## src/rtl/verinject_injection_scheduler_pkg.sv

```systemverilog
`default_nettype none
// ============================================================================
// Package   : verinject_pkg
// Purpose   : Shared bus codes and the event record used by the verinject
//             injection scheduler and its event FIFO.
// Contents  : VERINJECT_STATE_IDLE  - bus value when nothing is injected
//             VERINJECT_STATE_CLEAR - bus value that clears FIFO injectors
//             verinject_event_t     - {clear, cycle, index} event record
// Revision  : 1.0 - initial release
// ============================================================================
package verinject_pkg;

    localparam logic [31:0] VERINJECT_STATE_IDLE  = 32'hFFFF_FFFF;
    localparam logic [31:0] VERINJECT_STATE_CLEAR = 32'hFFFF_FFFE;

    typedef struct packed {
        logic        clear;
        logic [31:0] cycle;
        logic [31:0] index;
    } verinject_event_t;

endpackage : verinject_pkg
`default_nettype wire

```

## src/rtl/verinject_injection_scheduler_if.sv

```systemverilog
`default_nettype none
// ============================================================================
// Interface : verinject_injection_scheduler_if
// Purpose   : Valid/ready event offer channel into the injection scheduler.
// Signals   : ev_valid - event offer         (master -> slave)
//             ev_ready - event accept        (slave  -> master)
//             ev_cycle - target cycle number (master -> slave)
//             ev_index - bit index to inject (master -> slave)
//             ev_clear - emit clear code     (master -> slave)
// Revision  : 1.0 - initial release
// ============================================================================
interface verinject_injection_scheduler_if;

    logic        ev_valid;
    logic        ev_ready;
    logic [31:0] ev_cycle;
    logic [31:0] ev_index;
    logic        ev_clear;

    modport master (
        output ev_valid,
        output ev_cycle,
        output ev_index,
        output ev_clear,
        input  ev_ready
    );

    modport slave (
        input  ev_valid,
        input  ev_cycle,
        input  ev_index,
        input  ev_clear,
        output ev_ready
    );

endinterface : verinject_injection_scheduler_if
`default_nettype wire

```

## src/rtl/verinject_injection_scheduler_event_fifo.sv

```systemverilog
`default_nettype none
// ============================================================================
// Module    : verinject_event_fifo
// Purpose   : Synchronous FIFO of verinject_event_t with wrap-around
//             pointers and an occupancy count. Head is combinational from
//             the storage array (first-word fall-through).
// Ports     : clk, rst      - clock, synchronous active-high reset
//             i_push        - write i_push_data (ignored when full)
//             i_push_data   - event to enqueue
//             i_pop         - drop the head entry (ignored when empty)
//             o_head        - oldest entry
//             o_full        - count == DEPTH
//             o_empty       - count == 0
//             o_count       - occupancy
// Revision  : 1.0 - initial release
// ============================================================================
module verinject_event_fifo
    import verinject_pkg::*;
#(
    parameter int DEPTH      = 4,
    parameter int DEPTH_LOG2 = 2
) (
    input  wire logic                  clk,
    input  wire logic                  rst,
    input  wire logic                  i_push,
    input  wire verinject_event_t      i_push_data,
    input  wire logic                  i_pop,
    output verinject_event_t           o_head,
    output logic                       o_full,
    output logic                       o_empty,
    output logic [DEPTH_LOG2:0]        o_count
);

    localparam logic [DEPTH_LOG2:0] C_DEPTH = (DEPTH_LOG2 + 1)'(DEPTH);

    verinject_event_t        r_mem [DEPTH];
    logic [DEPTH_LOG2-1:0]   r_wr_ptr;
    logic [DEPTH_LOG2-1:0]   r_rd_ptr;
    logic [DEPTH_LOG2:0]     r_count;

    logic w_do_push;
    logic w_do_pop;

    assign o_full    = (r_count == C_DEPTH);
    assign o_empty   = (r_count == '0);
    assign o_count   = r_count;
    assign o_head    = r_mem[r_rd_ptr];

    // No bypass when full: a push is refused even if a pop happens this cycle.
    assign w_do_push = i_push & ~o_full;
    assign w_do_pop  = i_pop  & ~o_empty;

    // Pointers wrap naturally because DEPTH is a power of two.
    always_ff @(posedge clk) begin
        if (rst) begin
            r_wr_ptr <= '0;
            r_rd_ptr <= '0;
            r_count  <= '0;
        end else begin
            if (w_do_push) r_wr_ptr <= r_wr_ptr + 1'b1;
            if (w_do_pop)  r_rd_ptr <= r_rd_ptr + 1'b1;
            case ({w_do_push, w_do_pop})
                2'b10:   r_count <= r_count + 1'b1;
                2'b01:   r_count <= r_count - 1'b1;
                default: r_count <= r_count;
            endcase
        end
    end

    // Storage needs no reset; stale entries are never visible while empty.
    always_ff @(posedge clk) begin
        if (w_do_push) r_mem[r_wr_ptr] <= i_push_data;
    end

endmodule : verinject_event_fifo
`default_nettype wire

```

## src/rtl/verinject_injection_scheduler.sv

```systemverilog
`default_nettype none
// ============================================================================
// Module    : verinject_injection_scheduler
// Purpose   : Time-ordered fault-injection event source. Buffers
//             (cycle, index) events and drives each index, or the clear
//             code, on the injector state bus for exactly one clock at the
//             scheduled cycle. Late events are dropped and counted.
// Ports     : clock, reset               - clock, sync active-high reset
//             enable                     - counter advance / emission enable
//             ev                         - event offer channel (slave)
//             verinject__injector_state  - registered injector state bus
//             cycle_count                - free-running cycle counter
//             pending                    - FIFO occupancy
//             missed_count               - late events dropped, saturating
// Revision  : 1.0 - initial release
// ============================================================================
module verinject_injection_scheduler
    import verinject_pkg::*;
#(
    parameter int DEPTH      = 4,
    parameter int DEPTH_LOG2 = 2
) (
    input  wire logic                   clock,
    input  wire logic                   reset,
    input  wire logic                   enable,
    verinject_injection_scheduler_if.slave ev,
    output logic [31:0]                 verinject__injector_state,
    output logic [31:0]                 cycle_count,
    output logic [DEPTH_LOG2:0]         pending,
    output logic [15:0]                 missed_count
);

    logic [31:0]      r_state;
    logic [31:0]      r_cycle;
    logic [15:0]      r_missed;

    verinject_event_t w_push_data;
    verinject_event_t w_head;
    logic             w_full;
    logic             w_empty;
    logic             w_head_due;
    logic             w_head_late;
    logic             w_pop;

    assign w_push_data.clear = ev.ev_clear;
    assign w_push_data.cycle = ev.ev_cycle;
    assign w_push_data.index = ev.ev_index;

    verinject_event_fifo #(
        .DEPTH      (DEPTH),
        .DEPTH_LOG2 (DEPTH_LOG2)
    ) u_fifo (
        .clk         (clock),
        .rst         (reset),
        .i_push      (ev.ev_valid),
        .i_push_data (w_push_data),
        .i_pop       (w_pop),
        .o_head      (w_head),
        .o_full      (w_full),
        .o_empty     (w_empty),
        .o_count     (pending)
    );

    assign ev.ev_ready = ~w_full;

    // Head is inspected only while enabled; an exactly-due head is emitted,
    // an overdue head is discarded as missed, a future head waits.
    assign w_head_due  = enable & ~w_empty & (w_head.cycle == r_cycle);
    assign w_head_late = enable & ~w_empty & (w_head.cycle <  r_cycle);
    assign w_pop       = w_head_due | w_head_late;

    always_ff @(posedge clock) begin
        if (reset) begin
            r_state  <= VERINJECT_STATE_IDLE;
            r_cycle  <= '0;
            r_missed <= '0;
        end else begin
            if (enable) r_cycle <= r_cycle + 32'd1;

            // Bus holds a value for one cycle only, then falls back to IDLE.
            if (w_head_due)
                r_state <= w_head.clear ? VERINJECT_STATE_CLEAR : w_head.index;
            else
                r_state <= VERINJECT_STATE_IDLE;

            if (w_head_late && (r_missed != 16'hFFFF))
                r_missed <= r_missed + 16'd1;
        end
    end

    assign verinject__injector_state = r_state;
    assign cycle_count               = r_cycle;
    assign missed_count              = r_missed;

endmodule : verinject_injection_scheduler
`default_nettype wire
```

## src/flat_wrapper.sv

```systemverilog
// flat-port wrapper written by rule: the top's interface ports become plain ports
module verinject_injection_scheduler_flat import verinject_pkg::*;
#(
    parameter int DEPTH      = 4,
    parameter int DEPTH_LOG2 = 2
)
  (clock, reset, enable, verinject__injector_state, cycle_count, pending, missed_count, ev_ev_valid, ev_ev_cycle, ev_ev_index, ev_ev_clear, ev_ev_ready);
  verinject_injection_scheduler_if ev_i ();
  input  wire logic clock;
  input  wire logic reset;
  input  wire logic enable;
  output logic [31:0] verinject__injector_state;
  output logic [31:0] cycle_count;
  output logic [DEPTH_LOG2:0] pending;
  output logic [15:0] missed_count;
  input wire logic [$bits(ev_i.ev_valid)-1:0] ev_ev_valid;
  input wire logic [$bits(ev_i.ev_cycle)-1:0] ev_ev_cycle;
  input wire logic [$bits(ev_i.ev_index)-1:0] ev_ev_index;
  input wire logic [$bits(ev_i.ev_clear)-1:0] ev_ev_clear;
  output wire logic [$bits(ev_i.ev_ready)-1:0] ev_ev_ready;
  assign ev_i.ev_valid = ev_ev_valid;
  assign ev_i.ev_cycle = ev_ev_cycle;
  assign ev_i.ev_index = ev_ev_index;
  assign ev_i.ev_clear = ev_ev_clear;
  assign ev_ev_ready = ev_i.ev_ready;
  verinject_injection_scheduler #(.DEPTH(DEPTH), .DEPTH_LOG2(DEPTH_LOG2)) u_core (.clock(clock), .reset(reset), .enable(enable), .ev(ev_i), .verinject__injector_state(verinject__injector_state), .cycle_count(cycle_count), .pending(pending), .missed_count(missed_count));
endmodule
```

## config.mk

```make
export PLATFORM = sky130hd
export DESIGN_NAME = verinject_injection_scheduler_flat
export DESIGN_NICKNAME = d
export VERILOG_FILES = /design/src/rtl/verinject_injection_scheduler_pkg.sv /design/src/rtl/verinject_injection_scheduler_if.sv /design/src/rtl/verinject_injection_scheduler_event_fifo.sv /design/src/rtl/verinject_injection_scheduler.sv /design/src/flat_wrapper.sv
export SDC_FILE = /design/constraint.sdc
export NUM_CORES = 1
export LEC_CHECK = 0
export ABC_AREA = 1
export ABC_CLOCK_PERIOD_IN_PS = 5300
export CAP_MARGIN = 5
export CORE_ASPECT_RATIO = 2
export CORE_MARGIN = 10
export CORE_UTILIZATION = 35
export DETAILED_ROUTE_END_ITERATION = 8
export GPL_ROUTABILITY_DRIVEN = 0
export PLACE_DENSITY_LB_ADDON = 0.05
export SYNTH_ARGS = -nofsm -noshare
export SYNTH_HDL_FRONTEND = slang
export SYNTH_SLANG_ARGS = --single-unit
export TNS_END_PERCENT = 10
```

## constraint.sdc

```tcl
create_clock -name clock -period 5.3 [get_ports clock]
set_input_delay 1.06 -clock clock [delete_from_list [all_inputs] [get_ports clock]]
set_output_delay 1.06 -clock clock [all_outputs]
set_load 0.02 [all_outputs]
```

==> results of run 1 <==
[cells by family (layout without fill, tap and decap cells)]
logic type | Yosys count | in the layout | share of synthesized area, %
buf+inv | 130 | 311 | 3.69
fa+ha+maj | 40 | 40 | 3.52
simple gates | 409 | 409 | 13.0
compound gates | 269 | 269 | 12.0
flops | 349 | 349 | 66.5
xor+xnor | 22 | 22 | 1.34
[where the power goes]
group	internal (µW)	total [µW]	switching, µW	leakage [µW]
Sequential	3050	3080	28.5	0.00311
Combinational	163	481	318	0.00221
Clock	1320	2350	1030	0.000519
Total	4540	5910	1380	0.00584
[worst max-delay path, delay by kind of cell (launching register included)]
kind / cells / cell delay (ns)
AO/OA/AOI/OAI: 7 / 0.89
adder cells (fa/ha/maj): 3 / 0.85
buffers and inverters: 4 / 1.18
flip-flops: 1 / 0.36
AND/OR/NAND/NOR: 8 / 0.59
[state kept, by name, indices dropped and copies added, names as in the netlist, named ones only]
name,cells
u_core.u_fifo.r_mem,260
u_core.cycle_count,32
u_core.u_fifo.r_wr_ptr,2
u_core.u_fifo.r_rd_ptr,2
u_core.missed_count,16
u_core.verinject__injector_state,32
u_core.u_fifo.o_count,3
[per-stage QoR]
step / instances / cell area, µm² / hold slack [ns]
2_1_floorplan: 1219 / 14400 / 0.487
3_3_place_gp: 1873 / 16600 / 0.482
3_5_place_dp: 1873 / 16600 / 0.478
4_1_cts: 1935 / 17700 / 0.488
5_1_grt: 1935 / 17700 / 0.539
6_report: 1935 / 17700 / 0.490
[path summary, 6_finish.rpt]
| kind | from | cells after the start | endpoint | slack [ns] |
|---|---|---|---|---|
| min | u_core.cycle_count[29] | 2 | u_core.cycle_count[29] | 0.49 |
| max | flip-flop | 22 | u_core.u_fifo.o_count[2] | 1.28 |
| min reg2reg | u_core.cycle_count[29] | 2 | u_core.cycle_count[29] | 0.49 |
| max reg2reg | flip-flop | 22 | u_core.u_fifo.o_count[2] | 1.28 |
[layout by cell type (no fill, tap or decap), drive strengths merged, types with 15 or more instances in the layout]
| master | instances |
|---|---|
| edfxtp | 260 |
| nor2 | 204 |
| clkdlybuf4s50 | 152 |
| o21ai | 144 |
| nand2 | 123 |
| dfxtp | 89 |
| inv | 76 |
| a21oi | 55 |
| clkbuf | 44 |
| ha | 39 |
| o22ai | 32 |
| o221ai | 31 |
| nand3 | 29 |
| nand4 | 24 |
| buf | 22 |
| nor3 | 22 |
| xor2 | 15 |
[per-layer routing]
metal / vias to the layer above / part of all wire, % / GRT usage [%]
met5: - / 0.097 / 0
met1: 4700 / 38 / 16.7
met4: 6 / 3.6 / 6.03
met2: 212 / 54 / 28.8
li1: 4679 / - / -
met3: 65 / 4.8 / 3.12
[layout make-up]
cell class	instances	area [µm²]	share of cell area (%)
Sequential cell	349	9590	54.3
Timing Repair Buffer	174	1720	9.76
Clock inverter	18	165	0.935
Inverter	75	283	1.60
Multi-Input combinational cell	740	4320	24.5
Tap cell	535	669	3.79
Clock buffer	44	908	5.14
==> impl_metrics.ini, run 1 <==
[die]
die_width_um = 164
fp.coreArea_um2 = 40900
die_area_um2 = 50200
std_cell_rows = 105
start_util_pct = 35.3
die_h_um = 307
ioPinCount = 153

[clocking]
post_cts_resized = 0
clock_sinks = 349
numCtsBuffers = 34
cts_hold_buffers = 0
htree_levels = 2
clk_pin_slew_ns = 0.07
cts-root-buf = clkbuf_16
cts_setup_buffers = 0
max-clock-path-buffers = 3
cts_tree = built
clk_latency_ns = 0.53

[setup_path]
crit_path_max_fanout = 42
cp-end-kind = flip-flop
path_cells = clkinv_2, buf_4, o21ai_0, o22ai_1, ha_1, nand2_1, nand2_1, nand2_1, nand2_1, nand2_1, nand2_1, a21oi_4, buf_4, nand2_1, nand2_1, ha_1, inv_1, fa_1, a21oi_1, o21ai_0, o21ai_0, a21oi_1
cp-start-kind = flip-flop
worstSetupPathType = reg -> reg
crit_path_max_incr_delay_ns = 0.44
worstPathRequired_ns = 5.70
worstPathArrival_ns = 4.42
slowest_stage = buf_4
crit_top_cell = nand2_1

[synth]
netlist_area_um2 = 14400
synth.area.top_cells = edfxtp_1 54%, dfxtp_1 12%, nor2_1 5.0%
synth_ff_type = edfxtp_1
syn-instance-count = 1219
syn_avg_cell_area_um2 = 11.8
ys_warn_count = 0
synth.ff_latch_count = 349
ys_seq_area_share_pct = 66.5
yosysTopAreaCell = edfxtp_1
synth.distinct_cells = 42
syn-num-nets = 1328
synth_edf_count = 260
ys_top_cells_by_count = 260 x edfxtp_1, 192 x nor2_1, 143 x o21ai_0, 118 x nand2_1, 89 x dfxtp_1
synthArstFlopShare_pct = 0
yosys.cell_count.top_type = edfxtp_1
yosysTopAreaCellShare_pct = 54.2

[global_routing]
grt_pass1_vias = 10012
grt_max_degree = 131
antenna_found_initial = 3
overflow = 0
grt_pass1_wl_um = 60000
track_usage_pct = 15.5

[layout]
antennaDiodeCount = 0
final_nets = 1483
area_delta_synth_final_pct = 22.6
fillers = 3903
drive_gt1_share_pct = 10.7
final_core_util_pct = 43.2

[status]
outcome = finished, final reports clean

[routing]
wl_um = 39200
first_iter_violations = 462
drt_pass1_iterations = 5
num_vias = 9662
postRouteAntennaNets = 0
avgRoutedWirePerCell_um = 20.3
drt-vias-per-instance = 4.99
drc = 0

[placement]
io_buffer_count = 152
pre_cts_ws_ns = 1.18
hpwl_um = 26000

[sta]
period_share_pct = 75.8
worst_pin_slew_ns = 0.970
fin_skew_ns = 0.0212
max_slew_margin_pct = 35.3
slew_violations = 0
hold_viol = 0
setup_slack_ns = 1.28
min_period_ns = 4.02
setup_viol = 0
fin_tns_setup_ns = 0
timing.fmax_mhz = 249
rsz0062_at_grt = false

[power]
leakagePower_uw = 0.00584
power_density_nw_per_um2 = 335
fin_total_pwr_uw = 5910
ir_drop_uv = 251

[job]
maxCapViolations = 0

[worst_hold_path]
hold_class = reg -> reg
No activity file was read; power rests on OpenSTA's default activity.
==> inputs of run 2 (changes only) <==
--- a/config.mk
+++ b/config.mk
@@ -6,7 +6,7 @@
 export NUM_CORES = 1
 export LEC_CHECK = 0
 export ABC_AREA = 1
-export ABC_CLOCK_PERIOD_IN_PS = 5300
+export ABC_CLOCK_PERIOD_IN_PS = 3500
 export CAP_MARGIN = 5
 export CORE_ASPECT_RATIO = 2
 export CORE_MARGIN = 10
==> constraint.sdc (replaced) <==
create_clock -name clock -period 3.5 [get_ports clock]
set_input_delay 0.7 -clock clock [delete_from_list [all_inputs] [get_ports clock]]
set_output_delay 0.7 -clock clock [all_outputs]
set_load 0.02 [all_outputs]
==> impl_metrics.ini, run 2 (synthesis results as in run 1) <==
[status]
outcome = finished, final reports clean

[sta]
timing.fmax_mhz = 304
fin_skew_ns = 0.0319
worst_pin_slew_ns = 0.728
slew_violations = 0
setup_viol = 0
setup_slack_ns = 0.206
min_period_ns = 3.29
rsz0062_at_grt = false
fin_tns_setup_ns = 0
period_share_pct = 94.1
hold_viol = 0
max_slew_margin_pct = 51.3

[placement]
hpwl_um = 28000
dp_cells = 1909
pre_cts_ws_ns = -0.129
io_buffer_count = 152

[setup_path]
cp-end-kind = flip-flop
worstRegToRegCells = 18
worstSetupPathType = reg -> reg
worstPathRequired_ns = 3.91
cp-start-kind = flip-flop
worstPathArrival_ns = 3.70
crit_path_max_fanout = 12

[power]
leakagePower_uw = 0.00613
ir_drop_uv = 408
power_density_nw_per_um2 = 510

[layout]
stdcell_count = 1975
area_delta_synth_final_pct = 26.8
antennaDiodeCount = 0
layout_commonest_cell = edfxtp_1
fillers = 3852
drive_gt1_share_pct = 14.0
max_flop_register = u_core.u_fifo.r_mem
layout_common_cells = 260 x edfxtp_1, 187 x nor2_1, 152 x clkdlybuf4s50_1, 140 x o21ai_0, 115 x nand2_1
final_nets = 1523
largest_register_ffs = 260

[routing]
postRouteAntennaNets = 0
drt-vias-per-instance = 4.97
drt_pass1_iterations = 4
first_iter_violations = 487
avgRoutedWirePerCell_um = 20.5
num_vias = 9822
wl_um = 40500
drc = 0

[clocking]
cts-root-buf = clkbuf_16
numCtsBuffers = 34
cts_hold_buffers = 0
htree_levels = 2
clk_latency_ns = 0.54
clock_sinks = 349
clk_pin_slew_ns = 0.07
cts_tree = built
max-clock-path-buffers = 3

[die]
ioPinCount = 153
std_cell_rows = 105
die_h_um = 307
start_util_pct = 35.3
die_width_um = 164
fp.coreArea_um2 = 40900
die_area_um2 = 50200

[worst_hold_path]
hold_class = reg -> reg
holdPathStages = 2
worstHoldStart = u_core.cycle_count[29]

[global_routing]
grt_pass1_wl_um = 61400
overflow = 0
grt_util_met1_pct = 16.5
grt_util_met3_pct = 3.29
grt_max_degree = 51
grtUsageMet2_pct = 29.9
track_usage_pct = 15.9
antenna_found_initial = 4
grt_pass1_vias = 10443
top_usage_layer = met2

[job]
maxCapViolations = 0
==> run 2: cell types whose count changed in the layout (fill, tap and decap cells not counted), moves of 3 or more <==
| cell | change |
|---|---|
| nand2_1 | -3 |
| buf_12 | +10 |
| o21ai_0 | -3 |
| o21ai_1 | +3 |
| bufinv_16 | +3 |
| buf_4 | +26 |
==> run 2: repair_timing <==
action                                  in CTS  in global routing
setup buffers                                0                  2
endpoints found under the setup margin       2                  2
cloned                                       0                  2
gates resized for setup                      2                 18
pin swaps                                    1                  7
==> run 2: critical path: stages, from the launching register on <==
cell	delay [ns]
dfxtp_4	0.38
buf_12	0.15
buf_4	0.17
o21ai_0	0.33
o22ai_1	0.15
ha_1	0.29
nand2_1	0.04
nor2_1	0.14
nand4_1	0.18
nor2_4	0.18
nand3_4	0.09
nand2_4	0.09
ha_1	0.14
inv_1	0.08
fa_2	0.36
a21oi_2	0.12
o21ai_1	0.08
o21ai_0	0.14
a21oi_1	0.06
==> run 2: final timing paths <==
| path | end | slack (ns) |
|---|---|---|
| setup reg to reg | u_core.u_fifo.o_count[2] | 0.21 |
| hold reg to reg | u_core.cycle_count[29] | 0.50 |
| setup / recovery | u_core.u_fifo.o_count[2] | 0.21 |
| hold / removal | u_core.cycle_count[29] | 0.50 |
==> run 2: power breakdown <==
part | total, µW | internal [µW] | switching [µW]
combinational | 806 | 302 | 504
clock | 3850 | 2260 | 1590
sequential | 4670 | 4620 | 48.0
total | 9330 | 7180 | 2140
==> run 2: cell type report <==
| type | count | area, µm² | area share [%] |
|---|---|---|---|
| flip-flops and latches | 349 | 9590 | 52.5 |
| multi-input cells | 740 | 4360 | 23.9 |
| repair buffers | 214 | 2190 | 12.0 |
| clock buffers | 44 | 928 | 5.08 |
| well taps | 535 | 669 | 3.66 |
| inverters | 75 | 289 | 1.58 |
| clock inverters | 18 | 236 | 1.29 |
==> run 2: stage by stage <==
stage	hold WS (ns)	area, µm²	utilization, %	total power [µW]
6_report	0.499	18300	44.7	9330
5_1_grt	0.523	18300	44.7	9720
4_1_cts	0.500	18100	44.4	9470
3_5_place_dp	0.487	17000	41.6	5570
3_3_place_gp	0.483	17000	41.6	5560
2_1_floorplan	0.487	14400	-	5180
==> run 2: metal layers <==
layer / part of all wire (%) / up-vias
met1: 37 / 4781
met5: 0.12 / -
met2: 54 / 214
met3: 4.9 / 65
li1: - / 4754
met4: 3.5 / 8
